### config.mk
export PLATFORM = sky130hd
export DESIGN_NAME = alu_control_mdu_flat
export DESIGN_NICKNAME = d
export VERILOG_FILES = /design/src/rtl/alu_control_mdu_if.sv /design/src/rtl/alu_control_mdu.sv /design/src/flat_wrapper.sv
export SDC_FILE = /design/constraint.sdc
export NUM_CORES = 1
export LEC_CHECK = 0
export ABC_AREA = 1
export CAP_MARGIN = 20
export CORE_MARGIN = 1
export CORE_UTILIZATION = 30
export CTS_BUF_LIST = sky130_fd_sc_hd__clkbuf_16
export CTS_CLUSTER_DIAMETER = 120
export DETAILED_ROUTE_END_ITERATION = 8
export GPL_TIMING_DRIVEN = 0
export PLACE_DENSITY = 0.55
export SLEW_MARGIN = 25
export SYNTH_ARGS = -nofsm -noshare
export SYNTH_HDL_FRONTEND = slang
export SYNTH_SLANG_ARGS = --single-unit
### constraint.sdc
create_clock -name clk -period 2.4 [get_ports clk]
set_clock_uncertainty 0.05 [all_clocks]
set_input_delay 0.48 -clock clk [delete_from_list [all_inputs] [get_ports clk]]
set_output_delay 0.48 -clock clk [all_outputs]
set_load 0.005 [all_outputs]
### src/rtl/alu_control_mdu_if.sv
// ALU control / multiply-divide bus between control unit, register file and ALU.
// Carries decode inputs, operands, and the ALU code, stall and HI/LO results.
// The master drives instruction fields and operands; the slave returns results.
interface alu_control_mdu_if #(
  parameter int DATA_WIDTH = 32
);
  logic [5:0]            ALUOp;
  logic [5:0]            ALUFunction;
  logic                  Enable;
  logic [DATA_WIDTH-1:0] ReadData1;
  logic [DATA_WIDTH-1:0] ReadData2;
  logic [3:0]            ALUOperation;
  logic                  Stall;
  logic                  Busy;
  logic [DATA_WIDTH-1:0] HI;
  logic [DATA_WIDTH-1:0] LO;

  modport master (
    output ALUOp, ALUFunction, Enable, ReadData1, ReadData2,
    input  ALUOperation, Stall, Busy, HI, LO
  );

  modport slave (
    input  ALUOp, ALUFunction, Enable, ReadData1, ReadData2,
    output ALUOperation, Stall, Busy, HI, LO
  );
endinterface

### src/rtl/alu_control_mdu.sv
// ALU control decode plus iterative unsigned MULTU/DIVU sequencer with HI/LO.
// Decode is zero latency; MULTU/DIVU results land in HI/LO DATA_WIDTH+1 cycles after issue.
// Stall holds the PC/pipeline from the issue cycle through the last iteration; low in DONE.
module alu_control_mdu #(
  parameter int DATA_WIDTH = 32
) (
  input  logic                clk,
  input  logic                reset,
  alu_control_mdu_if.slave    bus
);

  localparam int W         = DATA_WIDTH;
  localparam int CNT_WIDTH = $clog2(DATA_WIDTH) + 1;

  typedef enum logic [1:0] {IDLE, BUSY, DONE} state_t;

  state_t               state;
  state_t               state_nxt;
  logic [CNT_WIDTH-1:0] cnt;
  logic [2*W-1:0]       acc;
  logic [2*W-1:0]       acc_next;
  logic [W-1:0]         opnd;
  logic                 is_div;
  logic [W-1:0]         hi;
  logic [W-1:0]         lo;
  logic [3:0]           code;
  logic                 is_mdu;
  logic                 issue;
  logic                 last_iter;

  // Division step helpers: partial remainder with next dividend bit shifted in.
  logic [W:0]           partial;
  logic                 sub_ok;
  logic [W-1:0]         rem_sub;
  logic [W:0]           sum_mul;

  assign is_mdu    = (bus.ALUOp == 6'h00) &&
                     ((bus.ALUFunction == 6'h19) || (bus.ALUFunction == 6'h1B));
  assign last_iter = (cnt == CNT_WIDTH'(1));

  // Instruction decode into the ALU operation code; first matching row wins.
  always_comb begin
    code = 4'b1001;
    casez ({bus.ALUOp, bus.ALUFunction})
      12'b000000_100100: code = 4'b0000;  // AND
      12'b000000_100101: code = 4'b0001;  // OR
      12'b000000_100111: code = 4'b0010;  // NOR
      12'b000000_100000: code = 4'b0011;  // ADD
      12'b000000_100010: code = 4'b0100;  // SUB
      12'b000000_000010: code = 4'b0110;  // SRL
      12'b000000_000000: code = 4'b0111;  // SLL
      12'b001000_??????: code = 4'b0011;  // ADDI
      12'b001101_??????: code = 4'b0001;  // ORI
      12'b001111_??????: code = 4'b0101;  // LUI
      12'b100011_??????: code = 4'b1000;  // LW
      12'b101011_??????: code = 4'b1001;  // SW
      12'b000100_??????: code = 4'b0100;  // BEQ
      12'b000000_010000: code = 4'b1010;  // MFHI
      12'b000000_010010: code = 4'b1011;  // MFLO
      12'b000000_011001: code = 4'b1111;  // MULTU
      12'b000000_011011: code = 4'b1111;  // DIVU
      default:           code = 4'b1001;
    endcase
  end

  // One radix-2 iteration: shift-add for multiply, restoring subtract for divide.
  always_comb begin
    sum_mul  = {1'b0, acc[2*W-1:W]} + (acc[0] ? {1'b0, opnd} : {(W+1){1'b0}});
    partial  = acc[2*W-1:W-1];
    sub_ok   = (partial >= {1'b0, opnd});
    rem_sub  = W'(partial - {1'b0, opnd});
    acc_next = {sum_mul, acc[W-1:1]};
    if (is_div) begin
      if (sub_ok) acc_next = {rem_sub, acc[W-2:0], 1'b1};
      else        acc_next = {acc[2*W-2:0], 1'b0};
    end
  end

  // Sequencer state register.
  always_ff @(posedge clk or negedge reset) begin
    if (!reset) state <= IDLE;
    else        state <= state_nxt;
  end

  // Next-state and handshake outputs; Stall is forced low while reset is held.
  always_comb begin
    state_nxt = state;
    issue     = 1'b0;
    case (state)
      IDLE: begin
        issue = bus.Enable && is_mdu;
        if (issue) state_nxt = BUSY;
      end
      BUSY:    if (last_iter) state_nxt = DONE;
      DONE:    state_nxt = IDLE;
      default: state_nxt = IDLE;
    endcase
    bus.Stall        = reset && (issue || (state == BUSY));
    bus.Busy         = (state != IDLE);
    bus.ALUOperation = code;
    bus.HI           = hi;
    bus.LO           = lo;
  end

  // Operand capture on issue, iteration in BUSY, HI/LO written on the last iteration.
  always_ff @(posedge clk or negedge reset) begin
    if (!reset) begin
      cnt    <= '0;
      acc    <= '0;
      opnd   <= '0;
      is_div <= 1'b0;
      hi     <= '0;
      lo     <= '0;
    end else if (issue) begin
      is_div <= (bus.ALUFunction == 6'h1B);
      cnt    <= CNT_WIDTH'(W);
      if (bus.ALUFunction == 6'h1B) begin
        acc  <= {{W{1'b0}}, bus.ReadData1};
        opnd <= bus.ReadData2;
      end else begin
        acc  <= {{W{1'b0}}, bus.ReadData2};
        opnd <= bus.ReadData1;
      end
    end else if (state == BUSY) begin
      acc <= acc_next;
      cnt <= cnt - CNT_WIDTH'(1);
      if (last_iter) begin
        hi <= acc_next[2*W-1:W];
        lo <= acc_next[W-1:0];
      end
    end
  end

endmodule

### src/flat_wrapper.sv
// flat-port wrapper written by rule: the top's interface ports become plain ports
module alu_control_mdu_flat 
#(
  parameter int DATA_WIDTH = 32
)
  (clk, reset, bus_ALUOp, bus_ALUFunction, bus_Enable, bus_ReadData1, bus_ReadData2, bus_ALUOperation, bus_Stall, bus_Busy, bus_HI, bus_LO);
  alu_control_mdu_if #(.DATA_WIDTH(DATA_WIDTH)) bus_i ();
  input  logic clk;
  input  logic reset;
  input wire logic [$bits(bus_i.ALUOp)-1:0] bus_ALUOp;
  input wire logic [$bits(bus_i.ALUFunction)-1:0] bus_ALUFunction;
  input wire logic [$bits(bus_i.Enable)-1:0] bus_Enable;
  input wire logic [$bits(bus_i.ReadData1)-1:0] bus_ReadData1;
  input wire logic [$bits(bus_i.ReadData2)-1:0] bus_ReadData2;
  output wire logic [$bits(bus_i.ALUOperation)-1:0] bus_ALUOperation;
  output wire logic [$bits(bus_i.Stall)-1:0] bus_Stall;
  output wire logic [$bits(bus_i.Busy)-1:0] bus_Busy;
  output wire logic [$bits(bus_i.HI)-1:0] bus_HI;
  output wire logic [$bits(bus_i.LO)-1:0] bus_LO;
  assign bus_i.ALUOp = bus_ALUOp;
  assign bus_i.ALUFunction = bus_ALUFunction;
  assign bus_i.Enable = bus_Enable;
  assign bus_i.ReadData1 = bus_ReadData1;
  assign bus_i.ReadData2 = bus_ReadData2;
  assign bus_ALUOperation = bus_i.ALUOperation;
  assign bus_Stall = bus_i.Stall;
  assign bus_Busy = bus_i.Busy;
  assign bus_HI = bus_i.HI;
  assign bus_LO = bus_i.LO;
  alu_control_mdu #(.DATA_WIDTH(DATA_WIDTH)) u_core (.clk(clk), .reset(reset), .bus(bus_i));
endmodule
Word-level counts from Yosys, hierarchy flattened
Cells that the tools add are included.
{"block": "totals", "ff_bits": 169, "out_inout_bits": 70, "elab_cells": 63}
{"block": "op_classes", "add_sub_neg": 3, "order_cmp": 1, "n_eq_ne": 21, "mux": 14, "bitwise": 1, "n_reduce_logical": 16}
{"cell": "$mux 64", "n": 4}
{"cell": "$mux 32", "n": 3}
{"cell": "$eq 12x6->1 const B", "n": 5}
{"cell": "$eq 12x5->1 const B", "n": 4}
{"cell": "$pmux 4 s12", "n": 1}
{"cell": "$add 32x32->33", "n": 1}
{"cell": "$ge 33x32->1", "n": 1}
{"cell": "$sub 32x32->32", "n": 1}
{"cell": "$eq 6x4->1 const B", "n": 3}
{"cell": "$eq 12x2->1 const B", "n": 1}
{"cell": "$eq 6x5->1 const B", "n": 2}
{"cell": "$logic_not 12->1", "n": 1}
{"cell": "$mux 6", "n": 2}
{"cell": "$reduce_or 2->1", "n": 4}
{"cell": "$eq 6x1->1 const B", "n": 1}
{"cell": "$eq 6x3->1 const B", "n": 1}
{"cell": "$eq 6x6->1 const B", "n": 1}
{"cell": "$logic_not 6->1", "n": 1}
{"cell": "$sub 6x1->6 const B", "n": 1}
{"cell": "$mux 2", "n": 2}
{"cell": "$ne 2x1->1 const B", "n": 2}
{"cell": "$pmux 2 s2", "n": 1}
{"cell": "$reduce_bool 2->1", "n": 2}
{"cell": "$logic_and 1x1->1", "n": 3}
{"cell": "7 further kinds", "n": 8}

Longest topological paths before layout
{"block": "logic_depth", "depth_word": 7, "ltp_mapped": 19, "ltp_nobuf": 19}

Worst setup path after synthesis
No wires, ideal clock.
{"block": "synth_timing", "path_kind": "reg-to-reg", "startpoint": "register u_core.acc[0]", "endpoint": "register u_core.acc[61]", "arrival_time_ns": 2.270, "t_required_ns": 2.232, "path_slack_ns": -0.038, "stages_incl_launch_ff": 19, "n_path_buf": 2, "cell_sequence": "dfrtp_1 > clkbuf_1 > clkbuf_1 > nand2_1 > inv_1 > ha_1 > fa_1 > nand3_1 > nand2_1 > nand3_1 > nand2_1 > nand3_1 > nand2_1 > nand2_1 > nand2_1 > nand2_1 > nand3_1 > nand3_1 > nand2_1"}
{"block": "synth_between", "elab_chain_len": 5}
{"element": "from (decl)", "line": "alu_control_mdu.sv:20", "rtl": "logic [2*W-1:0] acc;"}
{"element": "from (signal assigned)", "line": "alu_control_mdu.sv:118", "rtl": "acc <= {{W{1'b0}}, bus.ReadData1};"}
{"element": "from (signal assigned)", "line": "alu_control_mdu.sv:121", "rtl": "acc <= {{W{1'b0}}, bus.ReadData2};"}
{"element": "from (signal assigned)", "line": "alu_control_mdu.sv:125", "rtl": "acc <= acc_next;"}
{"element": "$mux 32", "line": "alu_control_mdu.sv:68", "rtl": "sum_mul = {1'b0, acc[2*W-1:W]} + (acc[0] ? {1'b0, opnd} : {(W+1){1'b0}});"}
{"element": "$add 32x32->33", "line": "alu_control_mdu.sv:68"}
{"element": "$mux 64", "line": "alu_control_mdu.sv:73", "rtl": "if (is_div) begin"}
{"element": "$mux 64", "line": "alu_control_mdu.sv:124", "rtl": "end else if (state == BUSY) begin"}
{"element": "$mux 64", "line": "alu_control_mdu.sv:114", "rtl": "end else if (issue) begin"}
No other way between the ends. The select of a mux whose other input is x is not followed.
A chain may end at the register's enable or synchronous reset.

Worst setup path after layout
{"block": "layout_timing", "startpoint": "register u_core.opnd[24]", "endpoint": "register u_core.hi[8] (netlist: u_core.bus.HI[8])"}
{"block": "layout_between", "elab_chain_len": 3}
{"element": "from (decl)", "line": "alu_control_mdu.sv:22", "rtl": "logic [W-1:0] opnd;"}
{"element": "from (signal assigned)", "line": "alu_control_mdu.sv:119", "rtl": "opnd <= bus.ReadData2;"}
{"element": "from (signal assigned)", "line": "alu_control_mdu.sv:122", "rtl": "opnd <= bus.ReadData1;"}
{"element": "$ge 33x32->1", "line": "alu_control_mdu.sv:70", "rtl": "sub_ok = (partial >= {1'b0, opnd});"}
{"element": "$mux 64", "line": "alu_control_mdu.sv:74", "rtl": "if (sub_ok) acc_next = {rem_sub, acc[W-2:0], 1'b1};"}
{"element": "$mux 64", "line": "alu_control_mdu.sv:73"}
{"element": "to (signal assigned)", "line": "alu_control_mdu.sv:128", "rtl": "hi <= acc_next[2*W-1:W];"}
{"element": "to (decl)", "line": "alu_control_mdu.sv:24", "rtl": "logic [W-1:0] hi;"}
No other way between the ends.

==> metrics <==
pre-CTS setup slack -1.36 ns; hold slack 0.102 ns; area of the multi-input gates 0.00998 mm²; Reg2Reg Depth 15; Initial DRT Pass Iterations 6; DRC Markers 0; vias in the first global route 15400; final cell count without fillers 3064; CP Class flop to flop; area growth from synthesis to layout 48.5%; antenna violations before repair 0; share of cells above drive strength 1 28.0%; Lkg Pwr 0.0101 µW; clk buf depth 2; synthesis-stage register bit count 169; final net count 2607; Fin. Hold Viols 0; worst slew pin tran 0.981 ns; reg-to-reg startpoint u_core.opnd[24]; crit path DAT 2.84 ns; CTS tree yes; DR iter-0 viols 1210; Largest delay share family, worst path simple AND/OR/NAND/NOR gates; Final setup viols 51; htree depth 4; Ys Warns 0; Synth Instances 2141; critical-path cell list inv_4, ha_4, nand2_4, inv_2, nand2_2, nand2_4, a21oi_4, nor2_4, nor2_4, nand2_8, nor2_4, buf_12, nand2_4, nand4_1, nand2_1; latest clock arrival within the worst-skew pair 0.47 ns; Die H 214 µm; number of antenna diodes 0; critical path launch point type flop; DR vias 15700; drt total wl 62000 µm; Final HPWL DP 45800 µm; std cell rows 77; Clk pin slew, worst setup/hold paths 0.07 ns; max-capacitance violation count 0; Die Wd 214 µm; crit end category flop; FILL cells 4466; first-pass GRT wire length 91500 µm; PortBufs 148; Net Count, Synth 2288; Slew HR 34.4%; failing checks negative setup slack; Inst Count DP 2883; final period utilization 106%; Slowest-stage cell, CP dfrtp_2; initial core utilization 30.4%; reg2reg setup slack -0.15 ns; GPL Wtd Cong 0.994; Total Neg Setup Slack -4.70 ns; Max Clk Rate 392 MHz; Reg area 0.00429 mm²; syn_area_per_cell 6.28 µm²; GRT Resource Usage Total 27.3%; Slew Limit Fails 0; Post-Syn Area 0.0134 mm²; register area share after synthesis 31.5%; DR vias/cell 5.13; RSZ-0062 raised after global routing true; Worst Path Buf+Inv 3; Req. time, crit path 2.69 ns; P per Cell Area 303 mW/mm²; final antenna-violating net count 0; Peak VDD IR 0.000379 V; number of clock sinks 169; Unique masters post-synth 44; Congestion Overflow GR 0; r2r endpoint u_core.bus.HI[8]; HP Class primary input to async pin; Tot Pwr 6060 µW; io pins 149; Wirelength per Cell 20.2 µm; largest net degree at the start of global routing 73; Max Fanout on Critical Path 8; status complete, but fails checks; root buf cell clkbuf_16; CTS Buf Count 17; Period minus WS final 2.55 ns; die area 0.0456 mm²; max incr delay on CP 0.48 ns; post-route setup slack -0.153 ns; Core ar. 0.0442 mm²
state kept, by name, indices dropped and copies added (netlist names):
signal	count
u_core.state	2
u_core.bus.HI	32
u_core.bus.LO	32
u_core.cnt	6
u_core.opnd	32
u_core.is_div	1
u_core.acc	64
report_power, final:
group,leakage [µW],total [µW],switching [µW],internal [µW]
sequential,0.00219,2850,0,2850
clock,0.000288,2840,1310,1540
combinational,0.00763,365,193,172
worst max path at each step:
stage / slack (ns) / start / to / cells past startpoint
5_1_grt: -0.25 / u_core.acc[0] / u_core.bus.HI[12] / 15
2_1_floorplan: 0.0009 / u_core.acc[0] / u_core.acc[61] / 18
6_report: -0.15 / u_core.opnd[24] / u_core.bus.HI[8] / 15
3_5_place_dp: -1.36 / bus_ALUOp[1] / bus_Stall / 12
3_3_place_gp: -6.74 / reset / u_core.bus.LO[26] / 1
4_1_cts: -0.06 / u_core.acc[0] / u_core.bus.HI[27] / 17
layout make-up:
| type | count | area share [%] |
|---|---|---|
| plain buffers | 69 | 1.98 |
| multi-input cells | 1590 | 50.0 |
| inverters | 310 | 5.92 |
| clock inverters | 14 | 0.740 |
| well taps | 592 | 3.71 |
| repair buffers | 303 | 14.0 |
| flip-flops and latches | 169 | 21.5 |
| clock buffers | 17 | 2.13 |
cells in the mapped netlist:
cell type | count | area (µm²)
nand2_1 | 843 | 3160
inv_1 | 303 | 1140
dfrtp_1 | 169 | 4230
o21ai_0 | 159 | 796
nand3_1 | 134 | 671
nor2_1 | 125 | 469
a21oi_1 | 73 | 365
ha_1 | 66 | 826
nand4_1 | 54 | 338
clkbuf_1 | 43 | 161
o211ai_1 | 26 | 195
nor3_1 | 17 | 85.1
buf_2 | 16 | 80.1
nand2_2 | 13 | 81.3
mux2i_1 | 12 | 120
xnor2_1 | 10 | 87.6
nand3_2 | 8 | 80.1
xor2_1 | 8 | 70.1
nand3b_1 | 7 | 52.6
o21bai_1 | 7 | 52.6
buf_1 | 6 | 22.5
inv_2 | 6 | 22.5
o221ai_1 | 5 | 43.8
buf_6 | 4 | 45.0
buf_4 | 3 | 22.5
nor2_4 | 3 | 33.8
a21oi_2 | 2 | 17.5
fa_1 | 2 | 40.0
nor2_2 | 2 | 12.5
a21o_1 | 1 | 7.51
a31oi_1 | 1 | 6.26
and2_1 | 1 | 6.26
and3_1 | 1 | 6.26
clkinv_1 | 1 | 3.75
nand2_4 | 1 | 11.3
nor3_2 | 1 | 10.0
nor4_1 | 1 | 6.26
nor4_2 | 1 | 12.5
o21a_1 | 1 | 7.51
o21bai_2 | 1 | 11.3
o22ai_1 | 1 | 6.26
o311ai_0 | 1 | 8.76
o31ai_1 | 1 | 7.51
or2_2 | 1 | 6.26
worst reg2reg max path: stages (launching register included):
cell	delay (ns)
dfrtp_2	0.48
inv_4	0.11
ha_4	0.24
nand2_4	0.10
inv_2	0.04
nand2_2	0.06
nand2_4	0.07
a21oi_4	0.17
nor2_4	0.06
nor2_4	0.21
nand2_8	0.10
nor2_4	0.18
buf_12	0.20
nand2_4	0.06
nand4_1	0.22
nand2_1	0.09
stage by stage:
step                util, %  area [µm²]
finish                 45.1       20000
global placement       35.4       15700
CTS                    43.1       19100
detailed placement     35.6       15700
floorplan                 -       13400
global route           45.1       20000
cell families (layout without fill, tap and decap cells):
| kind of cell | after synthesis | after routing | share of synthesized area, % |
|---|---|---|---|
| multiplexers | 12 | 12 | 0.894 |
| XOR/XNOR | 18 | 18 | 1.17 |
| adder cells (fa/ha/maj) | 68 | 68 | 6.44 |
| AND/OR/NAND/NOR | 1213 | 1213 | 37.5 |
| AO/OA/AOI/OAI | 279 | 279 | 11.3 |
| buffers and inverters | 382 | 713 | 11.1 |
| flip-flops | 169 | 169 | 31.5 |
routing by layer:
layer	share of wire, %	global-route usage [%]	up-vias
li1	-	-	7454
met1	43	36.1	7502
met2	45	43.9	615
met3	6.9	4.01	144
met4	4.9	12.2	0
met5	0	0	-
placed cells by master, fill, tap and decap left out, types with 12 or more instances in the layout:
cell type	netlist	layout
nor2_4	3	35
inv_2	6	46
dfrtp_2	0	47
buf_4	3	136
o211ai_1	26	26
a21oi_1	73	32
nand3_4	0	12
clkbuf_16	0	20
clkdlybuf4s50_1	0	130
ha_4	0	60
nand3_1	134	88
nand3_2	8	42
nor2_1	125	77
nand2_2	13	94
nand2_4	1	37
clkbuf_1	43	37
nand2_1	843	724
o21ai_2	0	15
buf_2	16	21
mux2i_1	12	12
o21ai_1	0	16
dfrtp_1	169	122
nand4_1	54	54
a21oi_2	2	35
nor2_2	2	18
inv_1	303	259
o21ai_0	159	128
timing repair:
action,in CTS,in global routing
gates resized for setup,493,178
buffers inserted,118,27
endpoints found under the hold margin,26,0
hold buffers,5,0
gates cloned,1,2
setup endpoints to repair,71,74
pin swaps,111,79
Power figures use the tool's default switching activity.
